File: config.mk
export PLATFORM = sky130hd
export DESIGN_NAME = select_int64
export DESIGN_NICKNAME = d
export VERILOG_FILES = /design/src/rtl/select_pkg.sv /design/src/rtl/select_chunk.sv /design/src/rtl/select_int64.sv
export SDC_FILE = /design/constraint.sdc
export NUM_CORES = 1
export LEC_CHECK = 0
export ABC_AREA = 1
export CORE_AREA = 2 2 123 125
export CTS_CLUSTER_DIAMETER = 80
export CTS_CLUSTER_SIZE = 14
export DETAILED_ROUTE_END_ITERATION = 7
export DIE_AREA = 0 0 125 127
export PLACE_DENSITY = 0.63
export SYNTH_ARGS = -nofsm -noshare
export SYNTH_HDL_FRONTEND = slang
export SYNTH_SLANG_ARGS = --single-unit
File: constraint.sdc
create_clock -name clk -period 8.5 [get_ports clk]
set_input_delay 2.55 -clock clk [delete_from_list [all_inputs] [get_ports clk]]
set_output_delay 2.55 -clock clk [all_outputs]
set_load 0.1 [all_outputs]
File: src/rtl/select_pkg.sv
// Shared types and default sizing for the select_int64 rank/select engine.
package select_pkg;

  localparam int SEL_WIDTH   = 64;
  localparam int SEL_CHUNK   = 8;
  localparam int NUM_CHUNKS  = SEL_WIDTH / SEL_CHUNK;
  localparam int CHUNK_IDX_W = $clog2(SEL_CHUNK);

  typedef enum logic [1:0] {
    IDLE = 2'd0,
    SCAN = 2'd1,
    DONE = 2'd2
  } state_t;

endpackage

File: src/rtl/select_chunk.sv
// Per-chunk popcount and in-chunk select: offset of the r-th set bit of one chunk.
module select_chunk #(
  parameter int CHUNK = 8,
  parameter int R_W   = 6,
  parameter int OFF_W = (CHUNK > 1) ? $clog2(CHUNK) : 1
) (
  input  logic [CHUNK-1:0] chunk_bits,
  input  logic [R_W-1:0]   rank,
  output logic [R_W:0]     cnt,
  output logic             hit,
  output logic [OFF_W-1:0] offset
);

  logic [R_W:0] run_cnt;
  logic         seen;

  always_comb begin
    run_cnt = '0;
    seen    = 1'b0;
    offset  = '0;
    for (int j = 0; j < CHUNK; j++) begin
      if (chunk_bits[j]) begin
        // The first set bit reached with rank-many set bits below it is the answer.
        if (!seen && (run_cnt == {1'b0, rank})) begin
          offset = OFF_W'(j);
          seen   = 1'b1;
        end
        run_cnt = run_cnt + (R_W+1)'(1);
      end
    end
    cnt = run_cnt;
    hit = ({1'b0, rank} < run_cnt);
  end

endmodule

File: src/rtl/select_int64.sv
// Sequential rank/select: position of the K-th set bit of a word, scanned
// CHUNK bits per cycle with early exit on the first chunk holding the hit.
//
// state | meaning
// IDLE  | ready for a request, no result pending
// SCAN  | examining chunk idx, rem = set bits still to skip
// DONE  | result held on out_pos/out_found until consumed
module select_int64
  import select_pkg::*;
#(
  parameter int WIDTH = SEL_WIDTH,
  parameter int CHUNK = SEL_CHUNK,
  parameter int IDX_W = $clog2(WIDTH)
) (
  input  logic             clk,
  input  logic             rst,
  input  logic             in_valid,
  output logic             in_ready,
  input  logic [WIDTH-1:0] in_data,
  input  logic [IDX_W-1:0] in_rank,
  output logic             out_valid,
  input  logic             out_ready,
  output logic [IDX_W-1:0] out_pos,
  output logic             out_found
);

  localparam int N_CHUNKS = WIDTH / CHUNK;
  localparam int CI_W     = (N_CHUNKS > 1) ? $clog2(N_CHUNKS) : 1;
  localparam int OFF_W    = (CHUNK > 1) ? $clog2(CHUNK) : 1;

  state_t           state_q, state_d;
  logic [WIDTH-1:0] data_q, data_d;
  logic [IDX_W-1:0] rem_q, rem_d;
  logic [CI_W-1:0]  idx_q, idx_d;
  logic [IDX_W-1:0] pos_q, pos_d;
  logic             found_q, found_d;

  logic [CHUNK-1:0] chunk_bits;
  logic [IDX_W:0]   chunk_cnt;
  logic             chunk_hit;
  logic [OFF_W-1:0] chunk_off;

  assign chunk_bits = data_q[int'(idx_q)*CHUNK +: CHUNK];

  select_chunk #(
    .CHUNK (CHUNK),
    .R_W   (IDX_W),
    .OFF_W (OFF_W)
  ) u_chunk (
    .chunk_bits (chunk_bits),
    .rank       (rem_q),
    .cnt        (chunk_cnt),
    .hit        (chunk_hit),
    .offset     (chunk_off)
  );

  always_comb begin
    state_d = state_q;
    data_d  = data_q;
    rem_d   = rem_q;
    idx_d   = idx_q;
    pos_d   = pos_q;
    found_d = found_q;
    unique case (state_q)
      IDLE: begin
        if (in_valid) begin
          data_d  = in_data;
          rem_d   = in_rank;
          idx_d   = '0;
          pos_d   = '0;
          found_d = 1'b0;
          state_d = SCAN;
        end
      end
      SCAN: begin
        if (chunk_hit) begin
          pos_d   = IDX_W'(int'(idx_q) * CHUNK + int'(chunk_off));
          found_d = 1'b1;
          state_d = DONE;
        end else if (idx_q == CI_W'(N_CHUNKS - 1)) begin
          pos_d   = '0;
          found_d = 1'b0;
          state_d = DONE;
        end else begin
          // No hit means chunk_cnt <= rem, so this cannot wrap.
          rem_d = IDX_W'({1'b0, rem_q} - chunk_cnt);
          idx_d = idx_q + CI_W'(1);
        end
      end
      DONE: begin
        if (out_ready) state_d = IDLE;
      end
      default: state_d = IDLE;
    endcase
  end

  always_ff @(posedge clk) begin
    if (rst) begin
      state_q <= IDLE;
      data_q  <= '0;
      rem_q   <= '0;
      idx_q   <= '0;
      pos_q   <= '0;
      found_q <= 1'b0;
    end else begin
      state_q <= state_d;
      data_q  <= data_d;
      rem_q   <= rem_d;
      idx_q   <= idx_d;
      pos_q   <= pos_d;
      found_q <= found_d;
    end
  end

  assign in_ready  = (state_q == IDLE);
  assign out_valid = (state_q == DONE);
  assign out_pos   = pos_q;
  assign out_found = found_q;

endmodule
==> results of run 1 <==
==> cell usage in the layout, fill, tap and decap left out, types with 3 or more instances in the layout <==
master	n
xnor2_1	3
xor2_1	11
a21oi_2	4
o21ai_1	7
nor2_2	4
a211oi_1	5
inv_1	42
o221ai_1	5
o211ai_1	4
dfxtp_1	82
clkdlybuf4s50_1	82
nand2_2	21
inv_2	6
clkbuf_16	9
buf_4	6
nand3_1	48
o21ai_0	84
ha_1	16
nand2_4	3
nor2_1	181
o21ai_2	3
a21oi_1	17
nand4_1	5
nand3_2	11
or2_2	3
a31oi_1	3
nand2_1	120
nand3b_1	3
==> layout make-up <==
| cell class | count | area [sq um] |
|---|---|---|
| fill | 1558 | 8245 |
| multi-input combinational | 574 | 2928 |
| sequential | 82 | 1642 |
| timing repair buffer | 88 | 865.8 |
| clock buffer | 12 | 246.5 |
| tap | 184 | 230.2 |
| inverter | 50 | 192.7 |
| clock inverter | 4 | 73.82 |
==> path summary, 6_finish.rpt <==
kind | start | end | slack, ns
setup reg to reg | idx_q[0] | rem_q[3] | 1.10
hold / removal | out_pos[3] | out_pos[3] | 0.47
hold reg to reg | out_pos[3] | out_pos[3] | 0.47
setup / recovery | idx_q[0] | rem_q[3] | 1.10
==> cells by family (layout without fill, tap and decap cells) <==
group,Yosys count,count (layout),share of synthesized area (%)
and+or+nand+nor,403,403,36.00
adders and majority gates,17,17,4.434
xor gates and xnor gates,14,14,2.469
other,1,1,0.07551
buffers and inverters,88,154,7.987
AOI/OAI and AO/OA,139,139,15.97
DFF,82,82,33.06
==> synth_stat cells, types with 2 or more instances <==
cell type,number,area [sq um]
o21bai_1,2,15.01
a211oi_1,5,37.54
o21ai_0,84,420.4
or2_2,3,18.77
dfxtp_1,82,1642
xor2_1,11,96.34
buf_6,4,45.04
nand4_1,5,31.28
a21oi_1,17,85.08
a31oi_1,3,18.77
o21ai_2,3,26.28
nand2_1,120,450.4
nand3_2,11,110.1
o221ai_1,5,43.79
nor2_1,181,679.4
buf_2,4,20.02
nand3b_1,3,22.52
clkbuf_1,25,93.84
a21oi_2,4,35.03
inv_2,6,22.52
nand3_1,48,240.2
ha_1,16,200.2
buf_8,2,30.03
nand2_4,3,33.78
nor3_1,2,10.01
o21ai_1,7,35.03
nor2_2,4,25.02
xnor2_1,3,26.28
o211ai_1,4,30.03
buf_1,2,7.510
nand3_4,2,35.03
inv_1,43,161.4
nand2_2,21,131.4
==> per-layer routing <==
layer | vias to the layer above | GRT usage, % | routed length [microns]
li1 | 2538 | - | -
met1 | 2129 | 21.26 | 6132
met2 | 91 | 26.47 | 5816
met3 | 17 | 2.848 | 557
met4 | 0 | 5.621 | 227
met5 | - | 0 | 0
==> registers in the layout, summed over array words and instances, names as in the netlist <==
signal,count
idx_q,3
data_q,64
out_found,1
rem_q,6
out_pos,6
state_q,2
==> worst max-delay path, delay by kind of cell, from the launching register on <==
| family | cells | cell delay, ns |
|---|---|---|
| simple gates | 18 | 2.70 |
| fa+ha+maj | 6 | 1.77 |
| compound gates | 7 | 1.24 |
| flops | 1 | 0.80 |
| buf+inv | 5 | 0.76 |
==> stage by stage <==
step	worst slack, ns	hold slack [ns]
2_1_floorplan	2.328	0.4495
3_3_place_gp	1.373	0.4544
3_5_place_dp	1.123	0.4612
4_1_cts	1.092	0.4696
5_1_grt	0.3623	0.4905
6_report	1.096	0.4655
==> where the power goes <==
group          internal [mW]  total, mW  switching, mW
combinational          0.543       1.49          0.950
clock                  0.266      0.420          0.154
sequential             0.450      0.519         0.0695
==> impl_metrics.yaml, run 1 <==
clock_tree:
  clkTransAtPathRegs_ns: 0.06
  clk_latency_ns: 0.34
  htreeDepth: 3
  cts_tree: "built"
  cts_buffers: 9
  cts_hold_buf: 0
  cts.repair.resized: 0
  post_cts_buffers: 0
  numClockSinks: 82
  root_buffer: "clkbuf_16"
  cts_max_path_buffers: 2
timing:
  skew_ns: 0.008833
  rsz0062_at_grt: "no"
  timing.fmax_ghz: 0.1351
  setup_viol: 0
  fin_crit_sh_pct: 87.11
  finalHoldViolations: 0
  period_needed_ns: 7.405
  worst_pin_slew_ns: 0.9750
  maxSlewViolCount: 0
  slew_headroom_pct: 34.80
  timing.setup.tns_ns: 0
floorplan:
  ios: 83
  start_util_pct: 34.43
  die_w_microns: 125
  die_y_microns: 127
  dieArea_sq_mm: 0.01588
  row_count: 44
  core_region_area_sq_mm: 0.01442
placement:
  routabilityCongestion: 0.8585
  dpl.hpwl_microns: 9654
  port_buffers: 82
  dp.cells: 978
  place_area_sq_mm: 0.005858
worst_setup_path:
  required_ns: 8.72
  slowest_delay_ns: 0.80
  crit_path_start_kind: "register"
  path_class: "register to register"
  path_common_cell: "nand2_1"
  critPathSlowestCell: "dfxtp_1"
  arrival_ns: 7.62
  critPathMaxFanout: 34
  reg2regPathDepth: 36
  end_kind: "register"
synthesis:
  syn_inst: 744
  async_flop_share_pct: 0
  syn_area_sq_mm: 0.004966
  synthFlopType: "dfxtp_1"
  synth_area_per_cell_sq_um: 6.675
  synth.distinct_cells: 42
  yosysWarnings: 0
  synth_seq_cells: 82
  synth_nets: 835
  synth-edff-count: 0
  synth_seq_area_share_pct: 33.06
drt:
  wire_per_inst_microns: 12.81
  viasPerCell: 4.804
  ant_nets: 0
  dr.first_iter.drc_count: 281
  vias: 4775
  wl_microns: 12730
  firstDrtPassIters: 4
  drc: 0
global_routing:
  first_global_vias: 4468
  antenna_found_initial: 0
  overflow: 0
  grt_max_degree: 66
  grt_first_pass_wirelength_microns: 20960
  track_usage_pct: 16.05
power_and_ir_drop:
  leakagePower_nw: 2.657
  powerDensity_mw_per_mm2: 393.8
  power_mw: 2.433
  irDropWorstVdd_v: 0.0001352
final_layout:
  fin_util_pct: 42.83
  drive_above_1_share_pct: 9.753
  n_antenna_cell: 0
  nets: 896
  layout.cells.non_filler: 994
  area.growth.synth_to_final_pct: 24.41
  design_area_sq_mm: 0.006178
flow_run:
  maxCapViolCount: 0
run_status:
  status: "finished clean"
worst_hold_path:
  hp-class: "register to register"
  holdPathStages: 2
Power figures use the tool's default switching activity.
==> run 2, diff against run 1 <==
- CTS_CLUSTER_DIAMETER: 80 -> not set
==> results of run 2 <==
No change in the layout: final DEF, timing and power equal those of run 1.
